===== config.mk =====
export PLATFORM = sky130hd
export DESIGN_NAME = tlc_lamp_monitor
export DESIGN_NICKNAME = d
export VERILOG_FILES = /design/src/rtl/tlc_pkg.sv /design/src/rtl/tlc_approach_check.sv /design/src/rtl/tlc_lamp_monitor.sv
export SDC_FILE = /design/constraint.sdc
export NUM_CORES = 1
export LEC_CHECK = 0
export BUFFER_PORTS_ARGS = -buffer_cell sky130_fd_sc_hd__buf_4
export CORE_MARGIN = 8
export CORE_UTILIZATION = 50
export CTS_CLUSTER_SIZE = 12
export DETAILED_ROUTE_END_ITERATION = 6
export PLACE_DENSITY = 0.71
export SLEW_MARGIN = 40
export SYNTH_ARGS = -nofsm -noshare
export SYNTH_HDL_FRONTEND = slang
export SYNTH_HIERARCHICAL = 1
export SYNTH_SLANG_ARGS = --single-unit
export TNS_END_PERCENT = 1

===== constraint.sdc =====
create_clock -name CLK -period 4.4 [get_ports CLK]
set_input_delay 0.22 -clock CLK [delete_from_list [all_inputs] [get_ports CLK]]
set_output_delay 0.22 -clock CLK [all_outputs]
set_load 0.005 [all_outputs]

===== src/rtl/tlc_pkg.sv =====
// Shared encodings for the traffic light controller and its lamp monitor:
// light codes, the illegal code, monitor fault codes and monitor states.
package tlc_pkg;

   localparam logic [1:0] LIGHT_RED = 2'b00;
   localparam logic [1:0] LIGHT_YEL = 2'b01;
   localparam logic [1:0] LIGHT_GRN = 2'b11;
   localparam logic [1:0] LIGHT_BAD = 2'b10;

   localparam logic [2:0] FC_NONE      = 3'b000;
   localparam logic [2:0] FC_ILLEGAL   = 3'b001;
   localparam logic [2:0] FC_CONFLICT  = 3'b010;
   localparam logic [2:0] FC_TRANS_A   = 3'b011;
   localparam logic [2:0] FC_TRANS_B   = 3'b100;
   localparam logic [2:0] FC_SHORT_YEL = 3'b101;

   typedef enum logic {
      ST_RUN  = 1'b0,
      ST_FAIL = 1'b1
   } mon_state_t;

   // R->Y, G->R and Y->G are the only forbidden colour steps; a step that
   // touches the illegal code is reported as an illegal code instead.
   function automatic logic step_illegal(input logic [1:0] prev, input logic [1:0] cur);
      logic bad;
      bad = 1'b0;
      if (prev != LIGHT_BAD && cur != LIGHT_BAD) begin
         bad = (prev == LIGHT_RED && cur == LIGHT_YEL) ||
               (prev == LIGHT_GRN && cur == LIGHT_RED) ||
               (prev == LIGHT_YEL && cur == LIGHT_GRN);
      end
      return bad;
   endfunction

endpackage


===== src/rtl/tlc_approach_check.sv =====
// Per-approach sample pipeline, rule checks and one-hot lamp decode.
// Build option: TLC_MON_YEL_CHECK_EN adds the yellow-run counter and the
// short-yellow flag; without it Y->R is always accepted.
module tlc_approach_check
   import tlc_pkg::*;
#(
   parameter int MIN_YEL = 4
)
(
   input  logic       CLK,
   input  logic       RST,
   input  logic [1:0] code,
   input  logic       clr_yel,
   output logic [1:0] s_cur,
   output logic       bad_code,
   output logic       bad_step,
   output logic       short_yel,
   output logic       lamp_red,
   output logic       lamp_yel,
   output logic       lamp_grn
);

   logic [1:0] s_q;
   logic [1:0] p_q;

   // current and previous samples of the light code, updated every cycle
   always_ff @(posedge CLK) begin
      if (!RST) begin
         s_q <= LIGHT_RED;
         p_q <= LIGHT_RED;
      end else begin
         s_q <= code;
         p_q <= s_q;
      end
   end

   assign s_cur    = s_q;
   assign bad_code = (s_q == LIGHT_BAD);
   assign bad_step = step_illegal(p_q, s_q);

`ifdef TLC_MON_YEL_CHECK_EN
   localparam int            YW    = $clog2(MIN_YEL + 1);
   localparam logic [YW-1:0] Y_SAT = YW'(MIN_YEL);

   logic [YW-1:0] y_q;

   // yellow run length, one sample behind S so it still holds the finished run at Y->R
   always_ff @(posedge CLK) begin
      if (!RST || clr_yel) begin
         y_q <= '0;
      end else if (s_q != LIGHT_YEL) begin
         y_q <= '0;
      end else if (p_q != LIGHT_YEL) begin
         y_q <= YW'(1);
      end else if (y_q != Y_SAT) begin
         y_q <= y_q + 1'b1;
      end
   end

   assign short_yel = (p_q == LIGHT_YEL) && (s_q == LIGHT_RED) && (y_q < Y_SAT);
`else
   logic unused_cfg;
   assign unused_cfg = clr_yel ^ (MIN_YEL > 0);
   assign short_yel  = 1'b0;
`endif

   // one-hot lamp decode of the current sample; the illegal code lights nothing
   always_comb begin
      lamp_red = 1'b0;
      lamp_yel = 1'b0;
      lamp_grn = 1'b0;
      case (s_q)
         LIGHT_RED: lamp_red = 1'b1;
         LIGHT_YEL: lamp_yel = 1'b1;
         LIGHT_GRN: lamp_grn = 1'b1;
         default:   ;
      endcase
   end

endmodule


===== src/rtl/tlc_lamp_monitor.sv =====
// Lamp-side decoder and safety monitor for the two approach light codes.
// Any violation forces flashing red until an operator clear with both
// approaches red. Build option: TLC_MON_YEL_CHECK_EN (short-yellow check).
//
// state   | meaning
// --------+-------------------------------------------------------------
// ST_RUN  | lamps follow the sampled codes; violations mask to all-red
// ST_FAIL | first fault latched; both reds flash with FLASH_DIV half-period
module tlc_lamp_monitor
   import tlc_pkg::*;
#(
   parameter int MIN_YEL   = 4,
   parameter int FLASH_DIV = 8
)
(
   input  logic       CLK,
   input  logic       RST,
   input  logic [1:0] LA,
   input  logic [1:0] LB,
   input  logic       CLR_FAULT,
   output logic       A_RED,
   output logic       A_YEL,
   output logic       A_GRN,
   output logic       B_RED,
   output logic       B_YEL,
   output logic       B_GRN,
   output logic       FAULT,
   output logic [2:0] FAULT_CODE,
   output logic       FLASH
);

   localparam int            CW       = $clog2(FLASH_DIV);
   localparam logic [CW-1:0] CNT_LAST = CW'(FLASH_DIV - 1);

   mon_state_t    state_q, state_d;
   logic [2:0]    code_q, code_d;
   logic [CW-1:0] cnt_q, cnt_d;
   logic          phase_q, phase_d;

   logic [1:0] s_a, s_b;
   logic       a_bad_code, a_bad_step, a_short, a_red, a_yel, a_grn;
   logic       b_bad_code, b_bad_step, b_short, b_red, b_yel, b_grn;
   logic       conflict;
   logic       clear_ok;
   logic [2:0] fault_now;

   tlc_approach_check #(.MIN_YEL(MIN_YEL)) u_chk_a (
      .CLK       (CLK),
      .RST       (RST),
      .code      (LA),
      .clr_yel   (clear_ok),
      .s_cur     (s_a),
      .bad_code  (a_bad_code),
      .bad_step  (a_bad_step),
      .short_yel (a_short),
      .lamp_red  (a_red),
      .lamp_yel  (a_yel),
      .lamp_grn  (a_grn)
   );

   tlc_approach_check #(.MIN_YEL(MIN_YEL)) u_chk_b (
      .CLK       (CLK),
      .RST       (RST),
      .code      (LB),
      .clr_yel   (clear_ok),
      .s_cur     (s_b),
      .bad_code  (b_bad_code),
      .bad_step  (b_bad_step),
      .short_yel (b_short),
      .lamp_red  (b_red),
      .lamp_yel  (b_yel),
      .lamp_grn  (b_grn)
   );

   assign conflict = (s_a != LIGHT_RED) && (s_b != LIGHT_RED);
   assign clear_ok = (state_q == ST_FAIL) && CLR_FAULT &&
                     (s_a == LIGHT_RED) && (s_b == LIGHT_RED);

   // highest-priority violation present on the current samples
   always_comb begin
      fault_now = FC_NONE;
      if (conflict) begin
         fault_now = FC_CONFLICT;
      end else if (a_bad_code || b_bad_code) begin
         fault_now = FC_ILLEGAL;
      end else if (a_bad_step) begin
         fault_now = FC_TRANS_A;
      end else if (b_bad_step) begin
         fault_now = FC_TRANS_B;
      end else if (a_short || b_short) begin
         fault_now = FC_SHORT_YEL;
      end
   end

   // state register, fault latch and flash sequencer
   always_ff @(posedge CLK) begin
      if (!RST) begin
         state_q <= ST_RUN;
         code_q  <= FC_NONE;
         cnt_q   <= '0;
         phase_q <= 1'b0;
      end else begin
         state_q <= state_d;
         code_q  <= code_d;
         cnt_q   <= cnt_d;
         phase_q <= phase_d;
      end
   end

   // next state, fault capture, flash timing and lamp outputs
   always_comb begin
      state_d = state_q;
      code_d  = code_q;
      cnt_d   = cnt_q;
      phase_d = phase_q;
      A_RED   = 1'b1;
      A_YEL   = 1'b0;
      A_GRN   = 1'b0;
      B_RED   = 1'b1;
      B_YEL   = 1'b0;
      B_GRN   = 1'b0;
      FAULT   = 1'b0;
      FLASH   = 1'b0;
      case (state_q)
         ST_RUN: begin
            if (fault_now != FC_NONE) begin
               state_d = ST_FAIL;
               code_d  = fault_now;
               cnt_d   = '0;
               phase_d = 1'b1;
            end else begin
               A_RED = a_red;
               A_YEL = a_yel;
               A_GRN = a_grn;
               B_RED = b_red;
               B_YEL = b_yel;
               B_GRN = b_grn;
            end
         end
         ST_FAIL: begin
            A_RED = phase_q;
            B_RED = phase_q;
            FAULT = 1'b1;
            FLASH = 1'b1;
            if (clear_ok) begin
               state_d = ST_RUN;
               code_d  = FC_NONE;
               cnt_d   = '0;
               phase_d = 1'b0;
            end else if (cnt_q == CNT_LAST) begin
               cnt_d   = '0;
               phase_d = ~phase_q;
            end else begin
               cnt_d = cnt_q + 1'b1;
            end
         end
         default: state_d = ST_RUN;
      endcase
   end

   assign FAULT_CODE = code_q;

endmodule


# Yosys cells after proc, flatten, opt, wreduce, memory -nomap -nowiden

Cells that the tools add are included.

$add $sub $neg: 1
Multipliers: 0
Div/mod/pow operators: 0
$lt $le $gt $ge: 0
Eq/ne operators: 18
Shift-type cells: 0
Muxes and demuxes: 39
Bitwise operators: 2
Reductions and logical operators: 26

Operators with widths:

| kind                  | count |
|---|---|
| $mux W3               | 9 |
| $mux W1               | 24 |
| $eq A2 B2 Y1 const B  | 6 |
| $logic_and A1 B1 Y1   | 12 |
| $pmux W3 S2           | 2 |
| $ne A2 B2 Y1 const B  | 5 |
| $eq A2 B1 Y1 const B  | 4 |
| $logic_not A2 Y1      | 4 |
| $pmux W1 S2           | 4 |
| $logic_or A1 B1 Y1    | 5 |
| $reduce_and A2 Y1     | 2 |
| $reduce_bool A2 Y1    | 2 |
| $add A3 B1 Y3 const B | 1 |
| $eq A3 B3 Y1 const B  | 1 |
| $ne A3 B1 Y1 const B  | 1 |
| $reduce_bool A3 Y1    | 1 |
| $ne A2 B1 Y1 const B  | 1 |
| $not A1 Y1            | 2 |

Bits in registers: 16
Latch bits: 0
Memory bits (writable): 0
Bits in read-only memories: 0
Logic and storage cells: 94
Memories: 0

# Longest topological paths before layout

Depth after elaboration: 12
Gate-level depth with buffers: 6
Mapped depth without buffers: 5

# Modules after synthesis

The synthesis kept the hierarchy.

By module, submodules not included:

| module             | instances | cells each | area each (um2) |
|---|---|---|---|
| tlc_lamp_monitor   | 1         | 60         | 515.5 |
| tlc_approach_check | 2         | 18         | 171.4 |

# Least setup slack after synthesis

Ideal clock, no wire load.

Path kind: register to output
Start point: register u_chk_a.s_q[1] (netlist: u_chk_a/s_cur[1])
End point: output A_GRN
Arrival: 1,598 ps
Required time: 4,180 ps
Slack: 2,582 ps
Cell stages (with the launch flop): 7
Cell sequence: dfxtp_1 > and4b_1 > a211o_1 > nor4_1 > and3_1 > clkbuf_1 > and2_1

Word-level cells in the longest chain between the ends: 11
Elaborated cells between the ends (all ways): 22
Classes of those cells: eq/ne: 4; mux: 7; reduce/logical: 11

Ends and longest elaborated chain:

| what                                             | RTL line                     | text |
|---|---|---|
| start, declared                                  | tlc_approach_check.sv:23     | `logic [1:0] s_q;` |
| start signal, assigned                           | tlc_approach_check.sv:32     | `s_q <= code;` |
| $eq A2 B1 Y1 or $logic_not A2 Y1 (tied branches) | tlc_pkg.sv:28, tlc_pkg.sv:29 |  |
| $logic_and A1 B1 Y1 (on tied branches)           | tlc_pkg.sv:28, tlc_pkg.sv:29 |  |
| $logic_or A1 B1 Y1                               | tlc_pkg.sv:28                | `bad = (prev == LIGHT_RED && cur == LIGHT_YEL) \|\|` |
| $logic_or A1 B1 Y1                               | tlc_pkg.sv:29                | `(prev == LIGHT_GRN && cur == LIGHT_RED) \|\|` |
| $mux W1 *                                        | tlc_pkg.sv:27                | `if (prev != LIGHT_BAD && cur != LIGHT_BAD) begin` |
| named net a_bad_step                             | tlc_lamp_monitor.sv:41       | `logic a_bad_code, a_bad_step, a_short, a_red, a_yel, a_grn;` |
| $mux W3 *                                        | tlc_lamp_monitor.sv:86       | `end else if (a_bad_step) begin` |
| $mux W3 *                                        | tlc_lamp_monitor.sv:84       | `end else if (a_bad_code \|\| b_bad_code) begin` |
| $mux W3 *                                        | tlc_lamp_monitor.sv:82       | `if (conflict) begin` |
| $reduce_bool A3 Y1 *                             | tlc_lamp_monitor.sv:126      | `if (fault_now != FC_NONE) begin` |
| $mux W1 *                                        | tlc_lamp_monitor.sv:126      |  |
| $mux W1 *                                        | tlc_lamp_monitor.sv:124      | `case (state_q)` |
| end, declared                                    | tlc_lamp_monitor.sv:23       | `output logic A_GRN,` |

The timed path passes the listed nets; every way through them passes the cells marked *.

# Final worst setup path

Start point: register u_chk_a.s_q[0] (netlist: u_chk_a/s_cur[0])
End point: output B_YEL

Word-level cells in the longest chain between the ends: 11
Elaborated cells between the ends (all ways): 21
Classes of those cells: eq/ne: 4; mux: 6; reduce/logical: 11

Ends and longest elaborated chain:

| what                                             | RTL line                     | text |
|---|---|---|
| $eq A2 B1 Y1 or $logic_not A2 Y1 (tied branches) | tlc_pkg.sv:28, tlc_pkg.sv:29 |  |
| $logic_and A1 B1 Y1 (on tied branches)           | tlc_pkg.sv:28, tlc_pkg.sv:29 |  |
| $logic_or A1 B1 Y1                               | tlc_pkg.sv:28                |  |
| $logic_or A1 B1 Y1                               | tlc_pkg.sv:29                |  |
| $mux W1 *                                        | tlc_pkg.sv:27                |  |
| named net a_bad_step                             | tlc_lamp_monitor.sv:41       |  |
| $mux W3 *                                        | tlc_lamp_monitor.sv:86       |  |
| $mux W3 *                                        | tlc_lamp_monitor.sv:84       |  |
| $mux W3 *                                        | tlc_lamp_monitor.sv:82       |  |
| $reduce_bool A3 Y1 *                             | tlc_lamp_monitor.sv:126      |  |
| $mux W1 *                                        | tlc_lamp_monitor.sv:126      |  |
| $mux W1 *                                        | tlc_lamp_monitor.sv:124      |  |
| end, declared                                    | tlc_lamp_monitor.sv:25       | `output logic B_YEL,` |

Marked as above.

==> impl_metrics.yaml <==
power_and_ir_drop:
  leakagePower_uw: 0.000451
  ir_drop_v: 0.000177
  p_int_uw: 214
  switching_share_pct: 26.6
  p_seq_share_pct: 56.1
  power_density_nw_per_um2: 295
  p_total_uw: 292
  combPwrFrac_pct: 17.8
  p_clk_share_pct: 26.1
  power.switching_uw: 77.7
routing:
  vias: 720
  wire_per_inst_um: 13.3
  drt_wl_total_um: 1680
  via_per_inst: 5.71
  drt_iter0_drc: 7
  final_antenna_net_count: 0
  drc: 0
  dr.pass1.iters: 3
setup_path:
  crit_fanout: 10
  endpoint_kind: "output port"
  cp.arrival_ps: 2210
  reg2reg_setup_slack_ps: 2520
  rr_startpoint: "u_chk_a/s_cur[0]"
  path_class: "reg -> out"
  r2r_end: "cnt_q[1]"
  startpoint_type: "register"
  cp.required_ps: 4180
  ff2ff_path_depth: 5
placed_design:
  gp_congestion: 0.756
  dp.cells: 123
  dp_hpwl_um: 1290
  io_buffers: 17
  pre_cts_slack_ps: 2350
clock_tree:
  clk_pin_slew_ps: 90
  cts_hold_buffers: 0
  post_cts_buffers: 0
  cts_tree: "done"
  cts_resized: 0
  clock_path_buffers: 2
  cts_buffers: 3
  cts.sinks: 16
  cts_htree_levels: 1
  cts_root_buffer: "clkbuf_4"
  clock_latency_ps: 290
floorplanning:
  fp.dieW_um: 57.3
  std_cell_rows: 15
  core-area_um2: 1670
  die-area_um2: 3280
  num_io_pins: 18
  dieHeight_um: 57.3
  start_util_pct: 51.1
grt:
  grt_pass1_wl_um: 2970
  grt_max_degree: 17
  antenna_found_initial: 0
  grt_pass1_vias: 712
  track_usage_pct: 11.3
  gr-total-overflow: 0
yosys:
  syn_area_um2: 853
  syn_nets: 104
  ys.warnings.count: 6
  synthCells: 95
  avgSynthCellArea_um2: 8.98
sta:
  rsz0062_at_grt: "no"
  fin_crit_sh_pct: 55.2
  min_period_ps: 2430
  slew_viol_final: 0
  hold_viol_final: 0
  setup_viol_count_final: 0
  clock_skew_ps: 3.51
  finalSetupTns_ps: 0
  postLayoutSetupSlackWorst_ps: 1970
  holdWs_ps: 136
  fmax_mhz: 412
job:
  maxCapViolations: 0
cells_and_area:
  drive_above_1_share_pct: 22.0
  fin_cells: 126
  syn_to_final_growth_pct: 16.0
  fin_nets: 120
  num_antenna_cells: 0
hold_path:
  hold_class: "in -> reg"
  holdPathEnd: "u_chk_a/s_cur[0]"
  hp-start: "LA[0]"
  min_path_cells: 2
status:
  outcome: "completed"
[layer usage]
metal	up-vias	share of wire [%]	GRT usage [%]
met4	0	2.1	6.43
met2	14	49	19.5
li1	363	-	-
met1	338	44	12.4
met5	-	0	0
met3	5	4.5	2.69
[worst max path at each step]
stage | startpoint | to | slack, ps | depth (start not counted)
6_report | u_chk_a/s_cur[0] | B_YEL | 1970 | 6
5_1_grt | u_chk_a/s_cur[0] | B_YEL | 1820 | 6
4_1_cts | u_chk_a/s_cur[0] | B_YEL | 1970 | 6
3_5_place_dp | u_chk_a/s_cur[0] | B_YEL | 2350 | 6
3_3_place_gp | u_chk_a/s_cur[1] | B_YEL | 2340 | 6
2_1_floorplan | u_chk_a/s_cur[1] | A_GRN | 2580 | 6
[metrics by stage]
step / utilization, % / instance area (µm²)
2_1_floorplan: - / 853
3_3_place_gp: 57.9 / 967
3_5_place_dp: 57.9 / 967
4_1_cts: 59.3 / 990
5_1_grt: 59.3 / 990
6_report: 59.3 / 990
[power groups by stage]
stage	Sequential (µW)	Clock, µW	Combinational [µW]
after floorplan	164	0	36.6
after global placement	167	0	51.8
after detailed placement	167	0	52.0
after CTS	164	77.5	52.5
after global routing	166	83.0	58.6
final	164	76.1	52.0
[flip-flops by register name, indices dropped and copies added (netlist names)]
name and flops:
state_q 1, phase_q 1, u_chk_b/p_q 2, u_chk_a/p_q 2
u_chk_b/s_cur 2, FAULT_CODE 3, u_chk_a/s_cur 2, cnt_q 3
[layout make-up]
class	count	area [µm²]
Fill cell	155	681
Multi-Input combinational cell	68	479
Sequential cell	16	320
Timing Repair Buffer	17	128
Clock buffer	3	22.5
Tap cell	17	21.3
Inverter	5	18.8
[cells in the final DEF (no fill, tap or decap), types with 2 or more instances in the layout]
| master | instances |
|---|---|
| dfxtp_1 | 16 |
| nor3_1 | 2 |
| inv_1 | 5 |
| nor2_1 | 7 |
| nand3_1 | 2 |
| nor4bb_1 | 2 |
| o211a_1 | 2 |
| buf_4 | 17 |
| conb_1 | 2 |
| o21ai_0 | 4 |
| o21a_1 | 2 |
| clkbuf_4 | 3 |
| a211o_1 | 2 |
| nor2b_1 | 5 |
| and4b_1 | 2 |
| o31ai_1 | 2 |
| and2_1 | 14 |
| a32o_1 | 2 |
| ha_1 | 2 |
[critical path, cell delays in order (launching register included)]
cell	delay [ps]
dfxtp_1	510
nor4bb_1	100
a211o_1	330
nor4_1	350
and3_1	350
and2_1	180
buf_4	110
Power figures use the tool's default switching activity.
